==> config.mk <==
export PLATFORM = sky130hd
export DESIGN_NAME = memory_stage
export DESIGN_NICKNAME = d
export VERILOG_FILES = /design/src/rtl/memory_stage.sv
export SDC_FILE = /design/constraint.sdc
export NUM_CORES = 1
export LEC_CHECK = 0
export CORE_MARGIN = 4
export CORE_UTILIZATION = 32
export DETAILED_ROUTE_END_ITERATION = 8
export SLEW_MARGIN = 20
export SYNTH_ARGS = -nofsm -noshare
export SYNTH_HDL_FRONTEND = slang
export SYNTH_SLANG_ARGS = --single-unit
==> constraint.sdc <==
create_clock -name clk -period 9.7 [get_ports clk]
set_input_delay 1.94 -clock clk [delete_from_list [all_inputs] [get_ports clk]]
set_output_delay 1.94 -clock clk [all_outputs]
set_load 0.01 [all_outputs]
==> src/rtl/memory_stage.sv <==
// memory_stage: pipeline stage between execute and writeback.
// Issues one LB/LH/LW/LBU/LHU/SB/SH/SW at a time to a variable-latency data memory.
// Misaligned or illegal accesses never reach memory and are reported as faults.
// Non-memory ops pass through with one cycle of latency.
package memory_stage_pkg;

  typedef struct packed {
    logic [31:0] decoded_instruction;
    logic [31:0] alu_result;
    logic [31:0] rs2_value;
    logic [31:0] branch_target;
  } execute_to_memory_t;

  typedef struct packed {
    logic [31:0] decoded_instruction;
    logic [31:0] alu_result;
    logic [31:0] branch_target;
    logic [31:0] data_from_memory;
  } memory_to_writeback_t;

endpackage

module memory_stage
  import memory_stage_pkg::*;
#(
  parameter int ADDR_WIDTH = 32
) (
  input  logic                  clk,
  input  logic                  reset,
  input  logic                  in_valid,
  output logic                  in_ready,
  input  execute_to_memory_t    in_data,
  output logic                  out_valid,
  input  logic                  out_ready,
  output memory_to_writeback_t  out_data,
  output logic                  out_mem_fault,
  output logic                  dmem_req,
  output logic                  dmem_we,
  output logic [ADDR_WIDTH-1:0] dmem_addr,
  output logic [31:0]           dmem_wdata,
  output logic [3:0]            dmem_wstrb,
  input  logic                  dmem_rvalid,
  input  logic [31:0]           dmem_rdata
);

  localparam logic [1:0] IDLE     = 2'd0;
  localparam logic [1:0] MEM_WAIT = 2'd1;
  localparam logic [1:0] OUT_HOLD = 2'd2;

  localparam logic [6:0] OP_LOAD  = 7'b0000011;
  localparam logic [6:0] OP_STORE = 7'b0100011;

  logic [1:0]            r_state;
  memory_to_writeback_t  r_out;
  logic                  r_fault;
  logic                  r_req;
  logic                  r_we;
  logic [ADDR_WIDTH-1:0] r_addr;
  logic [31:0]           r_wdata;
  logic [3:0]            r_wstrb;
  logic                  r_is_load;
  logic [2:0]            r_funct3;
  logic [1:0]            r_addr_lo;

  logic [6:0]            w_opcode;
  logic [2:0]            w_funct3;
  logic [1:0]            w_addr_lo;
  logic                  w_is_load;
  logic                  w_is_store;
  logic                  w_fault;
  logic [3:0]            w_wstrb;
  logic [31:0]           w_wdata;
  logic [ADDR_WIDTH-1:0] w_addr;
  logic [15:0]           w_shifted;
  logic [31:0]           w_load_data;

  assign w_opcode   = in_data.decoded_instruction[6:0];
  assign w_funct3   = in_data.decoded_instruction[14:12];
  assign w_addr_lo  = in_data.alu_result[1:0];
  assign w_is_load  = (w_opcode == OP_LOAD);
  assign w_is_store = (w_opcode == OP_STORE);
  assign w_addr     = {in_data.alu_result[ADDR_WIDTH-1:2], 2'b00};

  // Decode the incoming access: alignment/funct3 legality, byte enables and replicated store data.
  always_comb begin
    w_fault = 1'b0;
    w_wstrb = 4'h0;
    w_wdata = 32'h0;
    if (w_is_load) begin
      case (w_funct3)
        3'd0, 3'd4: w_fault = 1'b0;
        3'd1, 3'd5: w_fault = w_addr_lo[0];
        3'd2:       w_fault = (w_addr_lo != 2'b00);
        default:    w_fault = 1'b1;
      endcase
    end else if (w_is_store) begin
      case (w_funct3)
        3'd0: begin
          w_wstrb = 4'(4'b0001 << w_addr_lo);
          w_wdata = {4{in_data.rs2_value[7:0]}};
        end
        3'd1: begin
          w_fault = w_addr_lo[0];
          w_wstrb = 4'(4'b0011 << w_addr_lo);
          w_wdata = {2{in_data.rs2_value[15:0]}};
        end
        3'd2: begin
          w_fault = (w_addr_lo != 2'b00);
          w_wstrb = 4'hF;
          w_wdata = in_data.rs2_value;
        end
        default: w_fault = 1'b1;
      endcase
    end
  end

  assign w_shifted = 16'(dmem_rdata >> {r_addr_lo, 3'b000});

  // Select and extend the loaded byte/half/word from the returned memory word.
  always_comb begin
    case (r_funct3)
      3'd0:    w_load_data = {{24{w_shifted[7]}}, w_shifted[7:0]};
      3'd1:    w_load_data = {{16{w_shifted[15]}}, w_shifted[15:0]};
      3'd4:    w_load_data = {24'h0, w_shifted[7:0]};
      3'd5:    w_load_data = {16'h0, w_shifted[15:0]};
      default: w_load_data = dmem_rdata;
    endcase
  end

  // Transaction FSM: accept in IDLE, wait for memory, hold the result until writeback takes it.
  always_ff @(posedge clk or posedge reset) begin
    if (reset) begin
      r_state   <= IDLE;
      r_out     <= '0;
      r_fault   <= 1'b0;
      r_req     <= 1'b0;
      r_we      <= 1'b0;
      r_addr    <= '0;
      r_wdata   <= 32'h0;
      r_wstrb   <= 4'h0;
      r_is_load <= 1'b0;
      r_funct3  <= 3'd0;
      r_addr_lo <= 2'd0;
    end else begin
      case (r_state)
        IDLE: begin
          if (in_valid) begin
            r_out.decoded_instruction <= in_data.decoded_instruction;
            r_out.alu_result          <= in_data.alu_result;
            r_out.branch_target       <= in_data.branch_target;
            r_out.data_from_memory    <= 32'h0;
            r_is_load                 <= w_is_load;
            r_funct3                  <= w_funct3;
            r_addr_lo                 <= w_addr_lo;
            r_fault                   <= w_fault;
            if ((w_is_load || w_is_store) && !w_fault) begin
              r_req   <= 1'b1;
              r_we    <= w_is_store;
              r_addr  <= w_addr;
              r_wdata <= w_wdata;
              r_wstrb <= w_wstrb;
              r_state <= MEM_WAIT;
            end else begin
              r_state <= OUT_HOLD;
            end
          end
        end
        MEM_WAIT: begin
          if (dmem_rvalid) begin
            r_req <= 1'b0;
            r_we  <= 1'b0;
            if (r_is_load) begin
              r_out.data_from_memory <= w_load_data;
            end
            r_state <= OUT_HOLD;
          end
        end
        OUT_HOLD: begin
          if (out_ready) begin
            r_state <= IDLE;
          end
        end
        default: r_state <= IDLE;
      endcase
    end
  end

  assign in_ready      = (r_state == IDLE);
  assign out_valid     = (r_state == OUT_HOLD);
  assign out_data      = r_out;
  assign out_mem_fault = r_fault;
  assign dmem_req      = r_req;
  assign dmem_we       = r_we;
  assign dmem_addr     = r_addr;
  assign dmem_wdata    = r_wdata;
  assign dmem_wstrb    = r_wstrb;

endmodule
==> out/metrics.yaml, run 1 <==
worst_hold_path:
  hold_depth: 2
  min-delay-start: "out_data[111]$_DFFE_PP0P_"
  min_to: "out_data[111]$_DFFE_PP0P_"
  hold_class: "flip-flop to flip-flop"
clock_tree:
  clockBufferDepth: 2
  cts_buffers: 17
  path_clk_slew_ps: 80
  cts_tree: "built"
  cts_hold_buf: 0
  post-cts-setup-buffer-count: 0
  post_cts_resize_count: 0
  cts-root-buf: "clkbuf_16"
  htreeDepth: 4
  cts.sinks: 200
  insertion_delay_ps: 440
drt:
  first_iter_violations: 422
  drt_first_pass_iters: 5
  via_per_inst: 4.87
  ant_nets: 0
  drc: 0
  drt_wl_total_microns: 28700
  wl_per_cell_microns: 18.7
  dr_total_vias: 7493
logic_synthesis:
  syn_inst: 860
  synth_warnings: 0
  synth_cell_types: 41
  ys_ff_latch: 200
  yosys.area.top_type: "dfrtp_1"
  syn_area_per_cell_sq_um: 9.92
  yosysSeqAreaShare: 0.587
  synth_area_sq_mm: 0.00853
  synth_ff_type: "dfrtp_1"
  synth_top_area_frac: 0.587
  async_reset_ff_frac: 1.00
  synth_edf_count: 0
  synthTopCellsByArea: "dfrtp_1 59%, nand2_1 14%, mux2_2 4.5%"
power_and_ir_drop:
  combPwrFrac: 0.249
  p_sw_frac: 0.323
  cellPowerDensity_mw_per_mm2: 182
  pwr-share-seq: 0.425
  finalPower_uw: 2360
  clockPowerShare: 0.326
  peakVddDrop_v: 0.0000986
  leakage_uw: 0.00590
  internal_power_uw: 1600
  p_switching_uw: 763
sta:
  fin_crit_sh: 0.528
  fmax_mhz: 195
  rsz0062_at_grt: "false"
  hold_violations: 0
  setup_tns_ps: 0
  slew_headroom: 0.288
  setup_violations: 0
  worst_slew_pin_slew_ps: 1060
  finalCriticalPeriod_ps: 5120
  drv_slew: 0
  skew_ps: 16.4
cells_and_area:
  finalNetCount: 1353
  area.growth.synth_to_final_pct: 52.5
  postLayoutCoreUtil: 0.498
  drive_gt1_frac: 0.0683
  postLayoutCellArea_sq_mm: 0.0130
  fillers: 2458
floorplanning:
  die-area_sq_mm: 0.0293
  core_area_sq_mm: 0.0261
  dieWidth_microns: 171
  row_count: 59
  dieHeight_microns: 171
  io_pins: 366
  start_util: 0.326
global_routing:
  grt_max_degree: 142
  grt_usage: 0.190
  grt_first_pass_wirelength_microns: 43600
  grt_overflow: 0
  grt_pass1_vias: 7666
  antenna_found_initial: 2
worst_setup_path:
  worstRegToRegCells: 5
  cp_max_fo: 79
  r2r_end: "dmem_wdata[14]$_DFFE_PP0P_"
  arrival_ps: 5490
  criticalPathCategory: "input port to flip-flop"
  worst_r2r_startpoint: "r_state[0]$_DFFE_PP0P_"
  critPathCaptureType: "flip-flop"
  r2r_setup_slack_ps: 6060
  worstPathRequired_ps: 10070
  startpoint_type: "input port"
place:
  io_buffers: 363
  dp_hpwl_microns: 20300
  gp_congestion: 0.763
  dpl_cell_area_sq_mm: 0.0123
run:
  drv_cap: 0
outcome:
  outcome: "completed"
[kinds of logic after synthesis]
logic type | after synthesis | synth area share
simple gates | 358 | 0.170
buf+inv | 67 | 0.0398
flops | 200 | 0.587
compound gates | 192 | 0.149
other cells | 1 | 0.000440
mux | 42 | 0.0543
[critical path, stage by stage]
cell and delay, ps:
clkdlybuf4s50_1 550, nor3b_4 740, buf_4 780, nand3_1 270
nor3_4 870, a22o_1 240
[area by class of cell]
cell class | count | area, sq um | area share
inverters | 6 | 30.0 | 0.00231
well taps | 335 | 419 | 0.0322
repair buffers | 369 | 3700 | 0.285
clock buffers | 17 | 425 | 0.0327
diodes | 2 | 5.00 | 0.000385
clock inverters | 15 | 214 | 0.0165
multi-input cells | 594 | 3200 | 0.246
flip-flops and latches | 200 | 5000 | 0.385
[stage by stage]
| step | hold slack [ps] | std cells | worst slack, ps |
|---|---|---|---|
| after floorplan | 464 | 861 | 2310 |
| after global placement | 457 | 1503 | 4160 |
| after detailed placement | 461 | 1503 | 4100 |
| after CTS | 482 | 1535 | 4560 |
| final | 476 | 1538 | 4580 |
| after global routing | 497 | 1538 | 4270 |
[metal layers]
layer,GRT usage,share of wire,wire [microns]
met1,0.239,0.41,11800
met2,0.308,0.48,13900
met3,0.0689,0.086,2460
met4,0.0548,0.018,527
met5,0,0,0
[Yosys cell counts (all sizes together) (7+ instances only)]
cell and n:
nand2 314, o31ai 7, dfrtp 200, clkbuf 35, mux2i 8, nor2b 13
o21ai 58, mux2 34, nor2 13, a21oi 41, buf 26, o2bb2ai 14
a22oi 17, a22o 36, o22ai 8
[power by group through the flow]
stage	clock network [uW]	registers (uW)	logic, uW
final	769	1010	588
after CTS	791	1010	596
after detailed placement	0	1020	593
after global placement	0	1020	589
after floorplan	0	1050	209
after global routing	825	1020	644
[sequential cells by signal (all words and copies together), names as in the netlist, 2 cells and up]
| name | count |
|---|---|
| dmem_addr | 30 |
| out_data | 128 |
| r_state | 2 |
| dmem_wdata | 32 |
| dmem_wstrb | 4 |
[worst max path at each step]
| stage | startpoint | to | slack [ps] |
|---|---|---|---|
| floorplan | reset | dmem_addr[10]$_DFFE_PP0P_ | 2310 |
| global route | in_valid | dmem_wdata[14]$_DFFE_PP0P_ | 4270 |
| finish | in_valid | dmem_wdata[14]$_DFFE_PP0P_ | 4580 |
| detailed placement | in_valid | dmem_wdata[3]$_DFFE_PP0P_ | 4100 |
| global placement | in_valid | dmem_wdata[31]$_DFFE_PP0P_ | 4160 |
| CTS | in_valid | dmem_wdata[14]$_DFFE_PP0P_ | 4560 |
[placed cells by master (no fill, tap or decap), types with 4 or more instances in the layout]
master and count:
mux2i_1 8, nand3_1 4, nor2_1 13, a21oi_1 41, clkinv_8 4, inv_8 4, dfrtp_1 200, o31ai_1 7
buf_4 4, o21ai_0 58, nand2_1 312, a22oi_1 17, o2bb2ai_1 14, inv_12 6, nor2b_1 13, inv_1 5
clkdlybuf4s50_1 363, a22o_1 36, clkbuf_16 17, mux2_2 34, o22ai_1 8
No activity file was read; power rests on OpenSTA's default activity.
==> inputs of run 2 (changes only) <==
--- a/config.mk
+++ b/config.mk
@@ -8,6 +8,7 @@
 export CORE_MARGIN = 4
 export CORE_UTILIZATION = 32
 export DETAILED_ROUTE_END_ITERATION = 8
+export PLACE_DENSITY = 0.66
 export SLEW_MARGIN = 20
 export SYNTH_ARGS = -nofsm -noshare
 export SYNTH_HDL_FRONTEND = slang
==> constraint.sdc (replaced) <==
create_clock -name clk -period 4.6 [get_ports clk]
set_input_delay 0.92 -clock clk [delete_from_list [all_inputs] [get_ports clk]]
set_output_delay 0.92 -clock clk [all_outputs]
set_load 0.01 [all_outputs]
==> run 2 against run 1 <==
Highest routed layer unchanged. Critical path type is now flip-flop to primary output. Sequential power is 110% higher. Final cell count is 0.26% higher. Design area is 0.37% higher. Die area stayed put. Clock power is 110% higher. Hold slack worse by 1.1 ps. Worst setup slack worse by 3000 ps.
==> out/metrics.yaml, run 2 (synthesized netlist as in run 1, its figures left out) <==
worst_setup_path:
  worstPathRequired_ps: 3680
  arrival_ps: 2100
  slowest_stage: "dfrtp_1"
  critPathTopFamily: "flip-flops"
  crit_buf_inv: 1
  critical_path_depth: 1
  cp_slowest_stage_delay_ps: 980
  worstRegToRegCells: 3
  cp_max_fo: 24
  criticalPathCategory: "flip-flop to primary output"
  critPathCaptureType: "primary output"
  worstPathCellList: "clkdlybuf4s50_1"
  startpoint_type: "flip-flop"
place:
  io_buffers: 363
  gp_congestion: 0.796
  dp_hpwl_microns: 21100
floorplanning:
  dieHeight_microns: 171
  core_area_sq_mm: 0.0261
  die-area_sq_mm: 0.0293
  start_util: 0.326
  row_count: 59
  dieWidth_microns: 171
  io_pins: 366
drt:
  dr_total_vias: 7537
  first_iter_violations: 482
  ant_nets: 0
  wl_per_cell_microns: 18.8
  drt_first_pass_iters: 7
  drt_wl_total_microns: 29000
  via_per_inst: 4.89
  drc: 0
global_routing:
  grt_usage: 0.193
  grt_pass1_vias: 7796
  antenna_found_initial: 0
  grt_max_degree: 79
  grt_first_pass_wirelength_microns: 44500
  grt_overflow: 0
power_and_ir_drop:
  cellPowerDensity_mw_per_mm2: 382
  leakage_uw: 0.00592
  peakVddDrop_v: 0.000248
  finalPower_uw: 4980
clock_tree:
  insertion_delay_ps: 440
  cts-root-buf: "clkbuf_16"
  cts_buffers: 17
  post-cts-setup-buffer-count: 0
  cts_tree: "built"
  cts_hold_buf: 0
  cts.sinks: 200
  path_clk_slew_ps: 80
  post_cts_resize_count: 0
  clockBufferDepth: 2
  htreeDepth: 4
cells_and_area:
  fillers: 2430
  drive_gt1_frac: 0.0721
  layout_common_cells: "363 x clkdlybuf4s50_1, 312 x nand2_1, 200 x dfrtp_1"
  final_common_cell: "clkdlybuf4s50_1"
  n_antenna_cell: 0
  multi_input_area_sq_mm: 0.00320
  finalNetCount: 1359
  area.growth.synth_to_final_pct: 53.0
  largest_reg_flops: 128
  postLayoutCoreUtil: 0.499
  regArea_sq_mm: 0.00500
sta:
  fin_crit_sh: 0.657
  drv_slew: 0
  setup_tns_ps: 0
  finalCriticalPeriod_ps: 3020
  setup_violations: 0
  worst_slew_pin_slew_ps: 1070
  rsz0062_at_grt: "false"
  slew_headroom: 0.289
  hold_violations: 0
  fmax_mhz: 331
  skew_ps: 19.6
outcome:
  outcome: "completed"
worst_hold_path:
  hold_depth: 2
  hold_class: "flip-flop to flip-flop"
run:
  drv_cap: 0
-- run 2: layout make-up --
class                   count  share of cell area
multi-input cells         594               0.245
flip-flops and latches    200               0.384
repair buffers            375               0.288
well taps                 335              0.0321
clock buffers              17              0.0326
clock inverters            15              0.0167
inverters                   6             0.00201
-- run 2: stage by stage --
stage / instances / cell area [sq um] / hold WS (ps) / setup WS (ps)
final: 1542 / 13100 / 475 / 1580
after global routing: 1542 / 13100 / 500 / 1490
after CTS: 1541 / 13000 / 482 / 1550
after detailed placement: 1509 / 12400 / 461 / 1120
after global placement: 1509 / 12400 / 456 / 1160
after floorplan: 861 / 8530 / 464 / 1090
-- run 2: report_power, final --
part | internal (uW) | total, uW | switching, uW
combinational | 644 | 1240 | 599
clock | 773 | 1620 | 846
sequential | 1960 | 2120 | 160
total | 3380 | 4980 | 1600
-- run 2: path summary, 6_finish.rpt --
kind	start	to	slack (ps)
min	out_data[62]$_DFFE_PP0P_	out_data[62]$_DFFE_PP0P_	470
max in group asynchronous	reset	out_data[37]$_DFFE_PP0P_	2660
min in group asynchronous	reset	dmem_wdata[3]$_DFFE_PP0P_	1030
max	out_data[65]$_DFFE_PP0P_	out_data[65]	1580
min reg2reg	out_data[62]$_DFFE_PP0P_	out_data[62]$_DFFE_PP0P_	470
max reg2reg	out_data[65]$_DFFE_PP0P_	out_data[27]$_DFFE_PP0P_	1870
-- run 2: layer usage --
layer	GRT usage	wire length [microns]	vias up
li1	-	-	3571
met4	0.0406	371	0
met1	0.242	12100	3680
met3	0.0685	2550	18
met5	0	0	-
met2	0.326	14000	268
==> inputs of run 3 (changes only) <==
--- a/config.mk
+++ b/config.mk
@@ -8,7 +8,6 @@
 export CORE_MARGIN = 4
 export CORE_UTILIZATION = 32
 export DETAILED_ROUTE_END_ITERATION = 8
-export PLACE_DENSITY = 0.66
 export SLEW_MARGIN = 20
 export SYNTH_ARGS = -nofsm -noshare
 export SYNTH_HDL_FRONTEND = slang
==> constraint.sdc (replaced) <==
create_clock -name clk -period 2.9 [get_ports clk]
set_input_delay 0.58 -clock clk [delete_from_list [all_inputs] [get_ports clk]]
set_output_delay 0.58 -clock clk [all_outputs]
set_load 0.01 [all_outputs]
==> run 3 against run 2 <==
Critical path depth increased by 1. Final cell count increased by 0.52%. Core utilization increased by 0.10 points. Sequential cell count unchanged. Combinational power increased by 63%. Non-clock buffer count increased by 7. Sequential power increased by 57%. Hold slack about the same. Count of clock-buffer cells in the layout increased by 1. Critical path type unchanged. Largest power group unchanged. Routed wire length decreased by 1.9%. Largest cell class unchanged. Highest routed layer unchanged. Power increased by 55%.
==> out/metrics.yaml, run 3 (synthesized netlist as in run 1, its figures left out) <==
drt:
  ant_nets: 0
  dr_total_vias: 7469
  wl_per_cell_microns: 18.4
  drc: 0
  drt_wl_total_microns: 28500
  drt_first_pass_iters: 7
  first_iter_violations: 481
  via_per_inst: 4.82
worst_setup_path:
  startpoint_type: "flip-flop"
  arrival_ps: 1820
  critPathTopFamily: "buffers and inverters"
  critPathCaptureType: "primary output"
  worstPathRequired_ps: 2320
  crit_buf_inv: 1
  worstPathCellList: "nor2_1 -> clkdlybuf4s50_1"
  r2r_end: "out_data[13]$_DFFE_PP0P_"
  worst_r2r_startpoint: "out_data[64]$_DFFE_PP0P_"
  worstRegToRegCells: 5
  cp_slowest_stage_delay_ps: 620
  r2r_setup_slack_ps: 920
  criticalPathCategory: "flip-flop to primary output"
  cp_max_fo: 10
  slowest_stage: "clkdlybuf4s50_1"
power_and_ir_drop:
  leakage_uw: 0.00594
  cellPowerDensity_mw_per_mm2: 592
  peakVddDrop_v: 0.000343
worst_hold_path:
  hold_depth: 2
  min-delay-start: "out_data[92]$_DFFE_PP0P_"
  min_to: "out_data[92]$_DFFE_PP0P_"
  hold_class: "flip-flop to flip-flop"
clock_tree:
  htreeDepth: 4
  post_cts_resize_count: 0
  cts_tree: "built"
  insertion_delay_ps: 440
  cts_buffers: 17
  cts_hold_buf: 0
  path_clk_slew_ps: 70
  cts-root-buf: "clkbuf_16"
  cts.sinks: 200
  post-cts-setup-buffer-count: 0
  clockBufferDepth: 2
global_routing:
  grt_pass1_vias: 7661
  grt_max_degree: 86
  use_met2: 0.312
  grt_usage: 0.189
  use_met3: 0.0696
  grt_first_pass_wirelength_microns: 43700
  gr-usage-met1: 0.236
  antenna_found_initial: 1
  grt_overflow: 0
  gr-max-usage-layer: "met2"
cells_and_area:
  finalNetCount: 1366
  fin_cells: 1550
  area.growth.synth_to_final_pct: 53.4
  drive_gt1_frac: 0.0766
  layout_common_cells: "363 x clkdlybuf4s50_1, 312 x nand2_1, 200 x dfrtp_1"
  final_common_cell: "clkdlybuf4s50_1"
  largest_reg_flops: 128
sta:
  fin_ws_ps: 498
  slew_headroom: 0.442
  fin_crit_sh: 0.828
  worst_slew_pin_slew_ps: 835
  fmax_mhz: 416
  setup_tns_ps: 0
  drv_slew: 0
  skew_ps: 20.0
  finalCriticalPeriod_ps: 2400
  whs_ps: 474
  rsz0062_at_grt: "false"
  hold_violations: 0
  setup_violations: 0
floorplanning:
  dieHeight_microns: 171
  core_area_sq_mm: 0.0261
  dieWidth_microns: 171
  row_count: 59
  die-area_sq_mm: 0.0293
  io_pins: 366
  start_util: 0.326
run:
  drv_cap: 0
place:
  io_buffers: 363
  dp_hpwl_microns: 20600
  gp_congestion: 0.769
  dp.cells: 1517
  place_ws_ps: 200
outcome:
  outcome: "completed"
## run 3: cell types whose count changed in the layout (fill, tap and decap cells not counted), sizes merged
cell,change
buf,+7
inv,-3
clkinvlp,+2
clkbuf,+1
diode,+1
## run 3: how the worst max path moves through the flow
stage | from | endpoint | slack [ps] | depth (start not counted)
2_1_floorplan | reset | dmem_addr[10]$_DFFE_PP0P_ | -270 | 1
3_3_place_gp | in_data[64] | dmem_addr[20]$_DFFE_PP0P_ | 260 | 6
3_5_place_dp | in_data[64] | dmem_addr[10]$_DFFE_PP0P_ | 200 | 6
4_1_cts | r_state[0]$_DFFE_PP0P_ | in_ready | 430 | 2
5_1_grt | r_state[0]$_DFFE_PP0P_ | in_ready | 370 | 2
6_report | r_state[0]$_DFFE_PP0P_ | in_ready | 500 | 2
## run 3: area by class of cell
class                           instances  area (sq um)
Fill cell                            2451         13100
Sequential cell                       200          5000
Timing Repair Buffer                  382          3840
Multi-Input combinational cell        594          3200
Clock buffer                           18           429
Tap cell                              335           419
Clock inverter                         14           155
Inverter                                6          26.3
Antenna cell                            1          2.50
## run 3: worst register-to-register path, stage by stage (launching register included)
cell and delay (ps):
dfrtp_1 700, buf_4 270, nor2b_1 450, o2bb2ai_1 180
a21oi_1 80, o21ai_0 210
## run 3: metal layers
layer | up-vias | routed length, microns
li1 | 3587 | -
met1 | 3581 | 11400
met2 | 273 | 13800
met3 | 28 | 2760
met4 | 0 | 519
met5 | - | 0
## run 3: where the power goes
group	internal (uW)	switching, uW	total, uW
Clock	1160	1230	2390
Combinational	1050	965	2020
Sequential	3110	223	3330
Total	5320	2420	7740
## run 3: stage by stage
stage	area, sq um	power (uW)	utilization
6_report	13100	7740	0.500
3_3_place_gp	12500	5410	0.478
5_1_grt	13100	8170	0.500
4_1_cts	13100	7840	0.500
2_1_floorplan	8530	4200	-
3_5_place_dp	12500	5420	0.478
